## config.mk

```make
export PLATFORM = sky130hd
export DESIGN_NAME = hilo_div
export DESIGN_NICKNAME = d
export VERILOG_FILES = /design/src/rtl/hilo_div.sv
export SDC_FILE = /design/constraint.sdc
export NUM_CORES = 1
export LEC_CHECK = 0
export CORE_ASPECT_RATIO = 0.9
export CORE_UTILIZATION = 52
export CTS_CLUSTER_SIZE = 20
export DETAILED_ROUTE_END_ITERATION = 12
export GPL_TIMING_DRIVEN = 0
export PLACE_DENSITY = 0.78
export SETUP_SLACK_MARGIN = 0.02
export SLEW_MARGIN = 25
export SYNTH_ARGS = -nofsm -noshare
export SYNTH_HDL_FRONTEND = slang
export SYNTH_SLANG_ARGS = --single-unit
```

## constraint.sdc

```tcl
create_clock -name clk -period 2.8 [get_ports clk]
set_input_delay 0.56 -clock clk [delete_from_list [all_inputs] [get_ports clk]]
set_output_delay 0.56 -clock clk [all_outputs]
set_load 0.05 [all_outputs]
```

## src/rtl/hilo_div.sv

```systemverilog
// Iterative radix-2 restoring divider feeding the HI/LO write port (HI = remainder, LO = quotient).
// Optional HILO_DIV_ZERO_FAST_EN: divide-by-zero bypasses the iteration loop.
module hilo_div #(
    parameter int DATA_W = 32
) (
    input  logic              clk,
    input  logic              resetn,
    input  logic              start,
    input  logic              signed_op,
    input  logic [DATA_W-1:0] dividend,
    input  logic [DATA_W-1:0] divisor,
    input  logic              cancel,
    output logic              busy,
    output logic              done,
    output logic [1:0]        hilo_wen,
    output logic [DATA_W-1:0] hi_wdata,
    output logic [DATA_W-1:0] lo_wdata
);

    localparam int CNT_W = (DATA_W > 1) ? $clog2(DATA_W) : 1;
    localparam logic [CNT_W-1:0] CNT_LAST = CNT_W'(DATA_W - 1);

    typedef enum logic [1:0] {
        S_IDLE,
        S_CALC,
`ifdef HILO_DIV_ZERO_FAST_EN
        S_FIX,
        S_ZERO
`else
        S_FIX
`endif
    } state_t;

    state_t            state_q, state_d;
    logic [CNT_W-1:0]  cnt_q, cnt_d;
    logic [DATA_W-1:0] rem_q, rem_d;
    logic [DATA_W-1:0] quo_q, quo_d;
    logic [DATA_W-1:0] dvs_q, dvs_d;
    logic              qneg_q, qneg_d;
    logic              rneg_q, rneg_d;
    logic              done_q, done_d;
    logic [DATA_W-1:0] hi_q, hi_d;
    logic [DATA_W-1:0] lo_q, lo_d;

    logic [DATA_W-1:0] a_mag, b_mag;
    logic [DATA_W:0]   rem_ext, trial;

    // The dividend magnitude is parked in quo and shifted into rem one bit per step.
    assign a_mag   = (signed_op && dividend[DATA_W-1]) ? -dividend : dividend;
    assign b_mag   = (signed_op && divisor[DATA_W-1])  ? -divisor  : divisor;
    assign rem_ext = {rem_q, quo_q[DATA_W-1]};
    assign trial   = rem_ext - {1'b0, dvs_q};

    // NOTE: every variable gets a default before the case, so no path can infer a latch.
    always_comb begin
        state_d = state_q;
        cnt_d   = cnt_q;
        rem_d   = rem_q;
        quo_d   = quo_q;
        dvs_d   = dvs_q;
        qneg_d  = qneg_q;
        rneg_d  = rneg_q;
        done_d  = 1'b0;
        hi_d    = hi_q;
        lo_d    = lo_q;

        if (cancel) begin
            state_d = S_IDLE;
        end else begin
            case (state_q)
                S_IDLE: begin
                    if (start) begin
                        cnt_d   = '0;
                        rem_d   = '0;
                        quo_d   = a_mag;
                        dvs_d   = b_mag;
                        qneg_d  = signed_op & (dividend[DATA_W-1] ^ divisor[DATA_W-1]);
                        rneg_d  = signed_op & dividend[DATA_W-1];
                        state_d = S_CALC;
`ifdef HILO_DIV_ZERO_FAST_EN
                        if (divisor == '0) begin
                            quo_d   = '1;
                            rem_d   = a_mag;
                            state_d = S_ZERO;
                        end
`endif
                    end
                end
                S_CALC: begin
                    // A negative trial (borrow in the extra bit) restores the shifted remainder.
                    quo_d = {quo_q[DATA_W-2:0], ~trial[DATA_W]};
                    rem_d = trial[DATA_W] ? rem_ext[DATA_W-1:0] : trial[DATA_W-1:0];
                    cnt_d = cnt_q + 1'b1;
                    if (cnt_q == CNT_LAST) begin
                        state_d = S_FIX;
                    end
                end
                S_FIX: begin
                    lo_d    = qneg_q ? -quo_q : quo_q;
                    hi_d    = rneg_q ? -rem_q : rem_q;
                    done_d  = 1'b1;
                    state_d = S_IDLE;
                end
`ifdef HILO_DIV_ZERO_FAST_EN
                S_ZERO: begin
                    state_d = S_FIX;
                end
`endif
                default: begin
                    state_d = S_IDLE;
                end
            endcase
        end
    end

    // NOTE: sequential state uses non-blocking assignments so all flops update together.
    always_ff @(posedge clk or negedge resetn) begin
        if (!resetn) begin
            state_q <= S_IDLE;
            cnt_q   <= '0;
            rem_q   <= '0;
            quo_q   <= '0;
            dvs_q   <= '0;
            qneg_q  <= 1'b0;
            rneg_q  <= 1'b0;
            done_q  <= 1'b0;
            hi_q    <= '0;
            lo_q    <= '0;
        end else begin
            state_q <= state_d;
            cnt_q   <= cnt_d;
            rem_q   <= rem_d;
            quo_q   <= quo_d;
            dvs_q   <= dvs_d;
            qneg_q  <= qneg_d;
            rneg_q  <= rneg_d;
            done_q  <= done_d;
            hi_q    <= hi_d;
            lo_q    <= lo_d;
        end
    end

    assign busy     = (state_q != S_IDLE);
    assign done     = done_q;
    assign hilo_wen = {done_q, done_q};
    assign hi_wdata = hi_q;
    assign lo_wdata = lo_q;

endmodule
```

==> run_results.csv, run 1 <==
group,metric,value,unit
pwr,power.clock.fraction,31.8,%
timing,maxClockFrequency,342,MHz
global_route,track_usage,30.6,%
clocking,clock-root-buffer,"sky130_fd_sc_hd__clkbuf_16",
pwr,p_int,4940,uW
pwr,power.density_cell_area,515,nW/um^2
cells_and_area,diodes_inserted,0,
timing,worst_pin_slew,922,ps
setup_path,required_time_of_the_critical_path,3120,ps
global_route,number_of_global_route_vias_before_repair,10000,
global_route,groute.layer.met2.usage,45.1,%
place,dp_slack,-746,ps
cells_and_area,final_net_count,1651,
place,port-buffer-count,136,
synthesis,synth_cell_types,70,
place,gp_congestion,0.932,
global_route,globalRouteMet3Util,6.18,%
clocking,cts_htree_levels,4,
pwr,netSwitchingFraction,35.3,%
clocking,clock_sink_count,170,
synthesis,synth_edf_count,0,
timing,min_period,2920,ps
job,max_cap_viol_count,0,
hold_path,timing.hold.worst.class,"in -> async",
setup_path,critical_path.max_fanout,2,
timing,post_route_hold_slack,101,ps
setup_path,setup.worst_path.class,"reg -> reg",
setup_path,worstRegToRegCells,11,
routing,vias_per_std_cell,5.90,
cells_and_area,area_growth_syn_to_layout,32.6,%
outcome,failed_checks,"setup timing",
synthesis,yosys_most_used_dff,"sky130_fd_sc_hd__dfrtp_1",
die,die_area,22100,sq um
place,dpl.hpwl,24200,um
timing,total_of_endpoints_with_negative_setup_slack_in_the_final_report,8,
die,chipHeight,141,um
die,placementRows,50,
cells_and_area,fraction_of_layout_instances_using_a_drive_strength_above_1,16.3,%
routing,route.vias.total,10900,
die,boundaryPins,137,
die,floorplan.initialDensity,53.4,%
timing,layout_worst_path_cycle_share,104,%
synthesis,asyncSetResetFlopFracSynth,100,%
routing,finalWirelength,33700,um
die,design.core.area,21000,sq um
setup_path,critical_path_arrival,3240,ps
pwr,combPwrFrac,28.8,%
clocking,tritoncts.num_buffers,17,
pwr,vdd.ir_drop.worst,0.000329,V
routing,drc_errors,0,
cells_and_area,layout.cells.most_common,"sky130_fd_sc_hd__nand2_1",
synthesis,synth_seq_cells,170,
pwr,fin_total_pwr,7640,uW
timing,timing.slew.headroom,38.5,%
global_route,grt.overflow.total,0,
synthesis,post_synth_instance_area,11200,sq um
timing,timing.final.ws_setup,-124,ps
routing,wl_per_cell,18.3,um
synthesis,part_of_the_yosys_area_used_for_sequential_elements,38.0,%
die,die_span_x,157,um
timing,rsz0062_at_grt,"yes",
setup_path,critPathCaptureType,"register",
synthesis,synth.avg_cell_area,8.33,sq um
global_route,grt_pass1_wl,52700,um
clocking,clk-insertion-delay-late,430,ps
pwr,leakage,0.00630,uW
routing,drt_first_pass_iters,5,
cells_and_area,final_core_utilization,70.9,%
cells_and_area,layout.cells.most_common_list,"sky130_fd_sc_hd__nand2_1 (174), sky130_fd_sc_hd__dfrtp_1 (149), sky130_fd_sc_hd__o21ai_0 (141)",
place,placed_area,13000,sq um
synthesis,ys_warn_count,0,
synthesis,synthesis.instances,1345,
clocking,post_cts_clock_slew_at_the_launch_and_capture_registers_of_the_worst_setup_and_hold_paths,70,ps
synthesis,mappedNetlistNets,1453,
pwr,p_switching,2700,uW
routing,first_iter_violations,900,
global_route,global_route.peak_usage_layer,"met1",
cells_and_area,design_area,14800,sq um
routing,ant_nets,0,
timing,fin_worst_skew,9.41,ps
clocking,ctsLongestPathBuffers,2,
global_route,initial_antenna_violation_count,0,
clocking,cts_hold_buffers,0,
timing,hold_viol,0,
global_route,groute.layer.met1.usage,45.9,%
timing,report.final.slew_viol_count,0,
pwr,share_seq_of_total_power,39.5,%
clocking,tritoncts,"yes",
global_route,largest_net_degree_at_the_start_of_global_routing,94,
setup_path,timing.critical_path.from_type,"register",
outcome,run_status,"finished with violations",
## flip-flops by register name, indices dropped and copies added, names as in the netlist, 2 cells and up
register and cells:
hi_wdata 32, state_q 2, cnt_q 5, lo_wdata 32, quo_q 32, rem_q 32, dvs_q 32
## stage by stage
stage / std cells / TNS [ps]
floorplan: 1345 / -189
global placement: 1767 / -1018330
detailed placement: 1768 / -36120
CTS: 1819 / -405
global route: 1842 / -3860
finish: 1842 / -446
## final timing paths
path	from	to	slack (ps)
min in group clk	hi_wdata[17]$_DFFE_PN0P_	hi_wdata[17]$_DFFE_PN0P_	480
min	resetn	quo_q[17]$_DFFE_PN0P_	100
max reg2reg	dvs_q[0]$_DFFE_PN0P_	rem_q[30]$_DFFE_PN0P_	-120
max	dvs_q[0]$_DFFE_PN0P_	rem_q[30]$_DFFE_PN0P_	-120
max in group asynchronous	resetn	rem_q[14]$_DFFE_PN0P_	1770
min reg2reg	hi_wdata[17]$_DFFE_PN0P_	hi_wdata[17]$_DFFE_PN0P_	480
## power groups by stage
stage	Sequential [uW]	Clock, uW	Combinational [uW]
6_report	3020	2430	2200
5_1_grt	3040	2550	2420
4_1_cts	2980	2440	2000
3_5_place_dp	3010	0	1890
3_3_place_gp	2990	0	1850
2_1_floorplan	2900	0	1310
## critical path, stage by stage (launching register included)
cell	delay (ps)
sky130_fd_sc_hd__dfrtp_2	450
sky130_fd_sc_hd__ha_4	170
sky130_fd_sc_hd__fa_2	350
sky130_fd_sc_hd__nand2b_4	170
sky130_fd_sc_hd__a21oi_4	170
sky130_fd_sc_hd__o211a_1	240
sky130_fd_sc_hd__o41ai_4	110
sky130_fd_sc_hd__or4_4	460
sky130_fd_sc_hd__a211o_1	300
sky130_fd_sc_hd__xor2_1	160
sky130_fd_sc_hd__o21ai_1	80
sky130_fd_sc_hd__a22o_1	170
## layer usage
layer,wire (um),up-vias
met5,0,-
met4,563,0
met3,2920,52
met2,14600,459
met1,15600,5188
li1,-,5170
## logic make-up (layout without fill, tap and decap cells)
kind of cell | after synthesis | in the layout | synth area share [%]
muxes | 12 | 12 | 1.09
and+or+nand+nor | 446 | 446 | 18.4
DFF | 170 | 170 | 38.0
adders and majority gates | 39 | 39 | 4.42
xor gates and xnor gates | 145 | 145 | 11.3
buffers and inverters | 126 | 336 | 4.47
AOI/OAI and AO/OA | 407 | 408 | 22.3
## cells in the mapped netlist, types with 6 or more instances
master	number	area share, %
sky130_fd_sc_hd__nand2_1	179	6.0
sky130_fd_sc_hd__dfrtp_1	170	38
sky130_fd_sc_hd__o21ai_0	158	7.1
sky130_fd_sc_hd__nor2_1	113	3.8
sky130_fd_sc_hd__a21oi_1	110	4.9
sky130_fd_sc_hd__xor2_1	101	7.9
sky130_fd_sc_hd__clkbuf_1	63	2.1
sky130_fd_sc_hd__inv_1	48	1.6
sky130_fd_sc_hd__xnor2_1	44	3.4
sky130_fd_sc_hd__ha_1	38	4.2
sky130_fd_sc_hd__nand3_1	32	1.4
sky130_fd_sc_hd__o31ai_1	28	1.9
sky130_fd_sc_hd__nor3_1	21	0.94
sky130_fd_sc_hd__a21o_1	17	1.1
sky130_fd_sc_hd__o311ai_0	16	1.3
sky130_fd_sc_hd__o41ai_1	16	1.3
sky130_fd_sc_hd__nand2b_1	15	0.84
sky130_fd_sc_hd__or3_1	15	0.84
sky130_fd_sc_hd__or4_1	12	0.80
sky130_fd_sc_hd__mux2i_1	10	0.89
sky130_fd_sc_hd__nand4_1	9	0.50
sky130_fd_sc_hd__nor4_1	9	0.50
sky130_fd_sc_hd__nor2b_1	8	0.45
sky130_fd_sc_hd__a31oi_1	7	0.39
sky130_fd_sc_hd__and3_1	6	0.34
sky130_fd_sc_hd__buf_1	6	0.20
sky130_fd_sc_hd__o21a_1	6	0.40
## timing repair
action                                  in CTS  in global routing
gates resized for setup                    114                124
cloned                                       4                  2
pin swaps                                   21                 43
endpoints found under the setup margin      53                 64
setup buffers                               23                 25
## area by class of cell
type / instances / area (sq um)
Multi-Input combinational cell: 1050 / 7250
Fill cell: 1622 / 6110
Sequential cell: 170 / 4280
Timing Repair Buffer: 189 / 1850
Clock buffer: 19 / 443
Tap cell: 286 / 358
Buffer: 67 / 329
Inverter: 48 / 180
Clock inverter: 13 / 158
Power figures use the tool's default switching activity.
==> inputs of run 2 (changes only) <==
CORE_MARGIN = 2   (was default)
PLACE_DENSITY = 0.77   (was 0.78)
==> run 2 against run 1 <==
The flow still finishes with violations (setup timing). Cell area rose by 0.25%. Power down 2.2%. Worst hold slack improved by 27 ps. Sequential power barely moved. Clock power is 9.1% lower. Utilization is 0.18 points higher. Flip-flop and latch count is the same. Combinational power grew 3%. Global-route usage is 1.1 points lower. Register-to-register slack lost 130 ps. First-iteration DRC count grew 5.1%. Critical path type unchanged. Largest cell class unchanged.
==> run_results.csv, run 2 (synthesis results as in run 1) <==
group,metric,value,unit
cells_and_area,final_net_count,1664,
pwr,power.density_cell_area,502,nW/um^2
global_route,largest_net_degree_at_the_start_of_global_routing,88,
setup_path,critPathCaptureType,"register",
cells_and_area,diodes_inserted,0,
clocking,post_cts_clock_slew_at_the_launch_and_capture_registers_of_the_worst_setup_and_hold_paths,70,ps
timing,worst_pin_slew,824,ps
die,placementRows,50,
cells_and_area,layout.cells.most_common,"sky130_fd_sc_hd__nand2_1",
timing,min_period,3060,ps
setup_path,worstRegToRegCells,11,
cells_and_area,area_growth_syn_to_layout,32.9,%
die,boundaryPins,137,
global_route,track_usage,29.5,%
global_route,grt.overflow.total,0,
outcome,failed_checks,"setup timing",
clocking,cts_htree_levels,4,
clocking,cts_hold_buffers,0,
timing,total_of_endpoints_with_negative_setup_slack_in_the_final_report,33,
setup_path,required_time_of_the_critical_path,3120,ps
timing,report.final.slew_viol_count,0,
die,chipHeight,143,um
setup_path,critical_path_arrival,3370,ps
clocking,clock_sink_count,170,
cells_and_area,design_area,14900,sq um
clocking,clk-insertion-delay-late,430,ps
timing,timing.final.ws_setup,-258,ps
setup_path,r2r_setup_slack,-260,ps
clocking,tritoncts,"yes",
timing,layout_worst_path_cycle_share,109,%
die,die_area,22700,sq um
routing,first_iter_violations,946,
clocking,clock-root-buffer,"sky130_fd_sc_hd__clkbuf_16",
setup_path,critical_path.max_fanout,3,
timing,hold_viol,0,
routing,route.vias.total,11200,
die,design.core.area,21000,sq um
clocking,tritoncts.num_buffers,17,
routing,drt_first_pass_iters,5,
die,floorplan.initialDensity,53.4,%
pwr,leakage,0.00632,uW
cells_and_area,fraction_of_layout_instances_using_a_drive_strength_above_1,17.8,%
job,max_cap_viol_count,0,
cells_and_area,layout.cells.most_common_list,"sky130_fd_sc_hd__nand2_1 (173), sky130_fd_sc_hd__dfrtp_1 (146), sky130_fd_sc_hd__o21ai_0 (139)",
setup_path,setup.worst_path.class,"reg -> reg",
clocking,ctsLongestPathBuffers,2,
timing,timing.slew.headroom,45.1,%
routing,wl_per_cell,18.9,um
die,die_span_x,159,um
routing,ant_nets,0,
pwr,vdd.ir_drop.worst,0.000368,V
routing,finalWirelength,35000,um
timing,rsz0062_at_grt,"yes",
outcome,run_status,"finished with violations",
global_route,grt_pass1_wl,52600,um
global_route,initial_antenna_violation_count,0,
global_route,number_of_global_route_vias_before_repair,10000,
place,dpl.hpwl,24500,um
timing,fin_tns_setup,-2640,ps
routing,drc_errors,0,
place,placed_area,13000,sq um
routing,vias_per_std_cell,6.06,
hold_path,timing.hold.worst.class,"in -> async",
place,dp_slack,-773,ps
place,gp_congestion,0.925,
place,port-buffer-count,136,
timing,fin_worst_skew,8.35,ps
setup_path,timing.critical_path.from_type,"register",
timing,maxClockFrequency,327,MHz
==> run 2: cell types whose count changed in the layout (fill, tap and decap cells not counted), sizes merged <==
cell | before | now
dlygate4sd2 | 3 | 1
clkinvlp | 3 | 6
dlymetal6s2s | 7 | 10
bufinv | 2 | 0
buf | 69 | 84
clkbuf | 75 | 78
inv | 54 | 51
clkdlybuf4s50 | 121 | 117
o311ai | 18 | 17
==> run 2: metrics by stage <==
step | instances | hold slack, ps | util (%) | power (uW)
global route | 1854 | 180 | 71.0 | 7820
CTS | 1816 | 148 | 66.8 | 7170
global placement | 1767 | 462 | 61.7 | 4850
detailed placement | 1768 | 473 | 61.9 | 4900
floorplan | 1345 | 264 | - | 4210
finish | 1854 | 128 | 71.0 | 7470
==> run 2: layer usage <==
layer / global-route usage, % / share of wire [%]
met4: 7.35 / 2.3
met2: 42.6 / 43
met5: 0 / 0
met1: 45.7 / 45
met3: 5.01 / 9.9
==> run 2: path summary, 6_finish.rpt <==
path | startpoint | end
setup / recovery | dvs_q[0]$_DFFE_PN0P_ | rem_q[30]$_DFFE_PN0P_
hold / removal | resetn | quo_q[17]$_DFFE_PN0P_
setup reg to reg | dvs_q[0]$_DFFE_PN0P_ | rem_q[30]$_DFFE_PN0P_
hold reg to reg | lo_wdata[20]$_DFFE_PN0P_ | lo_wdata[20]$_DFFE_PN0P_
max in group asynchronous | resetn | rem_q[28]$_DFFE_PN0P_
min in group clk | lo_wdata[20]$_DFFE_PN0P_ | lo_wdata[20]$_DFFE_PN0P_
==> run 2: timing repair <==
action                                  4_1_cts  5_1_grt
pin swaps                                    24       55
cloned                                        2        2
resized for setup                           107      159
endpoints found under the setup margin       58       69
setup buffers                                22       39
==> run 2: critical path: stages, from the launching register on <==
cell                       delay, ps
sky130_fd_sc_hd__dfrtp_2         450
sky130_fd_sc_hd__ha_4            180
sky130_fd_sc_hd__fa_2            340
sky130_fd_sc_hd__nand2b_4        170
sky130_fd_sc_hd__a21oi_4         180
sky130_fd_sc_hd__o211a_1         210
sky130_fd_sc_hd__o41ai_2         100
sky130_fd_sc_hd__or4_4           470
sky130_fd_sc_hd__a211o_1         290
sky130_fd_sc_hd__xor2_1          230
sky130_fd_sc_hd__o21ai_1         120
sky130_fd_sc_hd__a22o_1          200
==> run 2: final cells by class <==
cell class,instances,area (sq um)
plain buffers,68,328
flip-flops and latches,170,4280
well taps,286,358
clock buffers,20,447
clock inverters,11,91.3
fillers,1642,6070
inverters,48,180
repair buffers,202,1950
multi-input cells,1049,7240
==> run 2: power breakdown <==
group	total (uW)	switching [uW]	internal, uW
clock network	2210	1040	1170
registers	3010	330	2680
logic	2260	1340	916
==> inputs of run 3 (changes only) <==
GPL_TIMING_DRIVEN = default   (was 0)
==> run 3 against run 2 <==
The run now ends clean. Wire length decreased by 7.4%. Clock-buffer cell count decreased by 1. Via count decreased by 2.8%. Critical path type unchanged. Highest routed layer unchanged.
==> run_results.csv, run 3 (synthesis results as in run 1) <==
group,metric,value,unit
timing,timing.slew.headroom,39.2,%
routing,wl_per_cell,17.1,um
cells_and_area,register_area,4250,sq um
pwr,combPwrFrac,30.1,%
cells_and_area,area_growth_syn_to_layout,34.6,%
cells_and_area,fraction_of_layout_instances_using_a_drive_strength_above_1,18.2,%
die,placementRows,50,
pwr,netSwitchingFraction,34.1,%
pwr,share_seq_of_total_power,38.3,%
clocking,ctsLongestPathBuffers,2,
hold_path,timing.hold.worst.class,"in -> async",
timing,rsz0062_at_grt,"yes",
cells_and_area,diodes_inserted,0,
routing,finalWirelength,32400,um
pwr,p_int,5100,uW
routing,ant_nets,0,
timing,worst_pin_slew,913,ps
global_route,grt_pass1_wl,51600,um
setup_path,critPathCaptureType,"register",
cells_and_area,fillCellCount,1558,
clocking,post_cts_clock_slew_at_the_launch_and_capture_registers_of_the_worst_setup_and_hold_paths,70,ps
place,port-buffer-count,136,
setup_path,setup.worst_path.class,"reg -> reg",
place,dpl.hpwl,23600,um
timing,maxClockFrequency,361,MHz
setup_path,critical_path.max_fanout,3,
routing,route.vias.total,10900,
place,dp_slack,-580,ps
cells_and_area,layout.cells.most_common_list,"sky130_fd_sc_hd__nand2_1 (176), sky130_fd_sc_hd__dfrtp_1 (170), sky130_fd_sc_hd__buf_4 (168)",
cells_and_area,final_core_utilization,71.9,%
routing,first_iter_violations,974,
timing,post_route_hold_slack,154,ps
setup_path,worstRegToRegCells,11,
job,max_cap_viol_count,0,
setup_path,critical_path_arrival,3090,ps
pwr,p_switching,2640,uW
cells_and_area,final_net_count,1710,
die,design.core.area,21000,sq um
pwr,power.density_cell_area,514,nW/um^2
setup_path,required_time_of_the_critical_path,3120,ps
routing,vias_per_std_cell,5.74,
clocking,clock-root-buffer,"sky130_fd_sc_hd__clkbuf_16",
global_route,largest_net_degree_at_the_start_of_global_routing,71,
outcome,run_status,"completed",
die,die_area,22700,sq um
pwr,power.clock.fraction,31.6,%
routing,drc_errors,0,
pwr,vdd.ir_drop.worst,0.000312,V
timing,layout_worst_path_cycle_share,98.9,%
die,floorplan.initialDensity,53.4,%
die,die_span_x,159,um
global_route,number_of_global_route_vias_before_repair,10100,
die,boundaryPins,137,
timing,total_of_endpoints_with_negative_setup_slack_in_the_final_report,0,
clocking,clk-insertion-delay-late,440,ps
global_route,grt.overflow.total,0,
clocking,clock_sink_count,170,
clocking,tritoncts.num_buffers,17,
global_route,track_usage,28.8,%
timing,report.final.slew_viol_count,0,
cells_and_area,layout.cells.most_common,"sky130_fd_sc_hd__nand2_1",
clocking,tritoncts,"yes",
timing,min_period,2770,ps
timing,fin_worst_skew,9.63,ps
timing,timing.final.ws_setup,29.5,ps
cells_and_area,multi_input_area,6840,sq um
setup_path,timing.critical_path.from_type,"register",
clocking,cts_htree_levels,4,
place,gp_congestion,0.896,
global_route,initial_antenna_violation_count,0,
timing,hold_viol,0,
die,chipHeight,143,um
routing,drt_first_pass_iters,5,
pwr,leakage,0.00672,uW
-- run 3: changes by cell type in the layout (fill, tap and decap cells not counted), sizes merged, moves of 3 or more --
cell	change
bufinv	+3
clkinvlp	-3
buf	+96
dlymetal6s2s	-5
clkbuf	-55
clkdlybuf4s50	+7
-- run 3: final timing paths --
kind	end	from	slack [ps]
setup / recovery	rem_q[30]$_DFFE_PN0P_	dvs_q[0]$_DFFE_PN0P_	30
hold / removal	quo_q[11]$_DFFE_PN0P_	resetn	150
setup reg to reg	rem_q[30]$_DFFE_PN0P_	dvs_q[0]$_DFFE_PN0P_	30
hold reg to reg	hi_wdata[29]$_DFFE_PN0P_	hi_wdata[29]$_DFFE_PN0P_	480
max in group asynchronous	hi_wdata[11]$_DFFE_PN0P_	resetn	1900
min in group clk	hi_wdata[29]$_DFFE_PN0P_	hi_wdata[29]$_DFFE_PN0P_	480
-- run 3: cell type report --
cell class | count | share of cell area, %
clock buffers | 19 | 2.87
clock inverters | 12 | 1.09
inverters | 48 | 1.20
multi-input cells | 1049 | 45.4
flip-flops and latches | 170 | 28.2
well taps | 286 | 2.37
repair buffers | 316 | 18.8
-- run 3: worst max-delay path, stage by stage (launching register included) --
cell	delay [ps]
sky130_fd_sc_hd__dfrtp_1	410
sky130_fd_sc_hd__ha_4	170
sky130_fd_sc_hd__fa_2	340
sky130_fd_sc_hd__nand2b_4	170
sky130_fd_sc_hd__a21oi_4	160
sky130_fd_sc_hd__o211a_1	220
sky130_fd_sc_hd__o41ai_2	100
sky130_fd_sc_hd__or4_4	430
sky130_fd_sc_hd__a211o_1	280
sky130_fd_sc_hd__xor2_1	140
sky130_fd_sc_hd__o21ai_1	70
sky130_fd_sc_hd__a22o_1	170
-- run 3: metal layers --
layer / share of wire, % / vias up / GRT usage (%) / routed length [um]
met5: 0 / - / 0 / 0
met4: 0.98 / 0 / 5.88 / 316
met3: 8.4 / 33 / 4.40 / 2720
met2: 43 / 409 / 42.0 / 13900
met1: 48 / 5177 / 45.0 / 15500
li1: - / 5294 / - / -
-- run 3: power groups by stage --
stage / logic, uW / registers, uW / clock network [uW]
after floorplan: 1310 / 2900 / 0
after global placement: 2090 / 2960 / 0
after detailed placement: 2160 / 2980 / 0
final: 2330 / 2960 / 2450
after global routing: 2560 / 2980 / 2560
after CTS: 2210 / 2930 / 2460
-- run 3: repair_timing --
action                                  4_1_cts  5_1_grt
gates cloned                                  0        1
hold buffers                                  0        0
endpoints found under the setup margin       41       60
setup buffers                                 6        8
resized for setup                            33       77
pin swaps                                    19       32
-- run 3: metrics by stage --
step | instance area (sq um) | setup TNS [ps] | cells | total power [uW]
2_1_floorplan | 11200 | -189 | 1345 | 4210
3_3_place_gp | 14000 | -7420 | 1854 | 5050
3_5_place_dp | 14000 | -11090 | 1854 | 5140
4_1_cts | 14700 | 0 | 1891 | 7610
5_1_grt | 15100 | -379 | 1900 | 8100
6_report | 15100 | 0 | 1900 | 7740
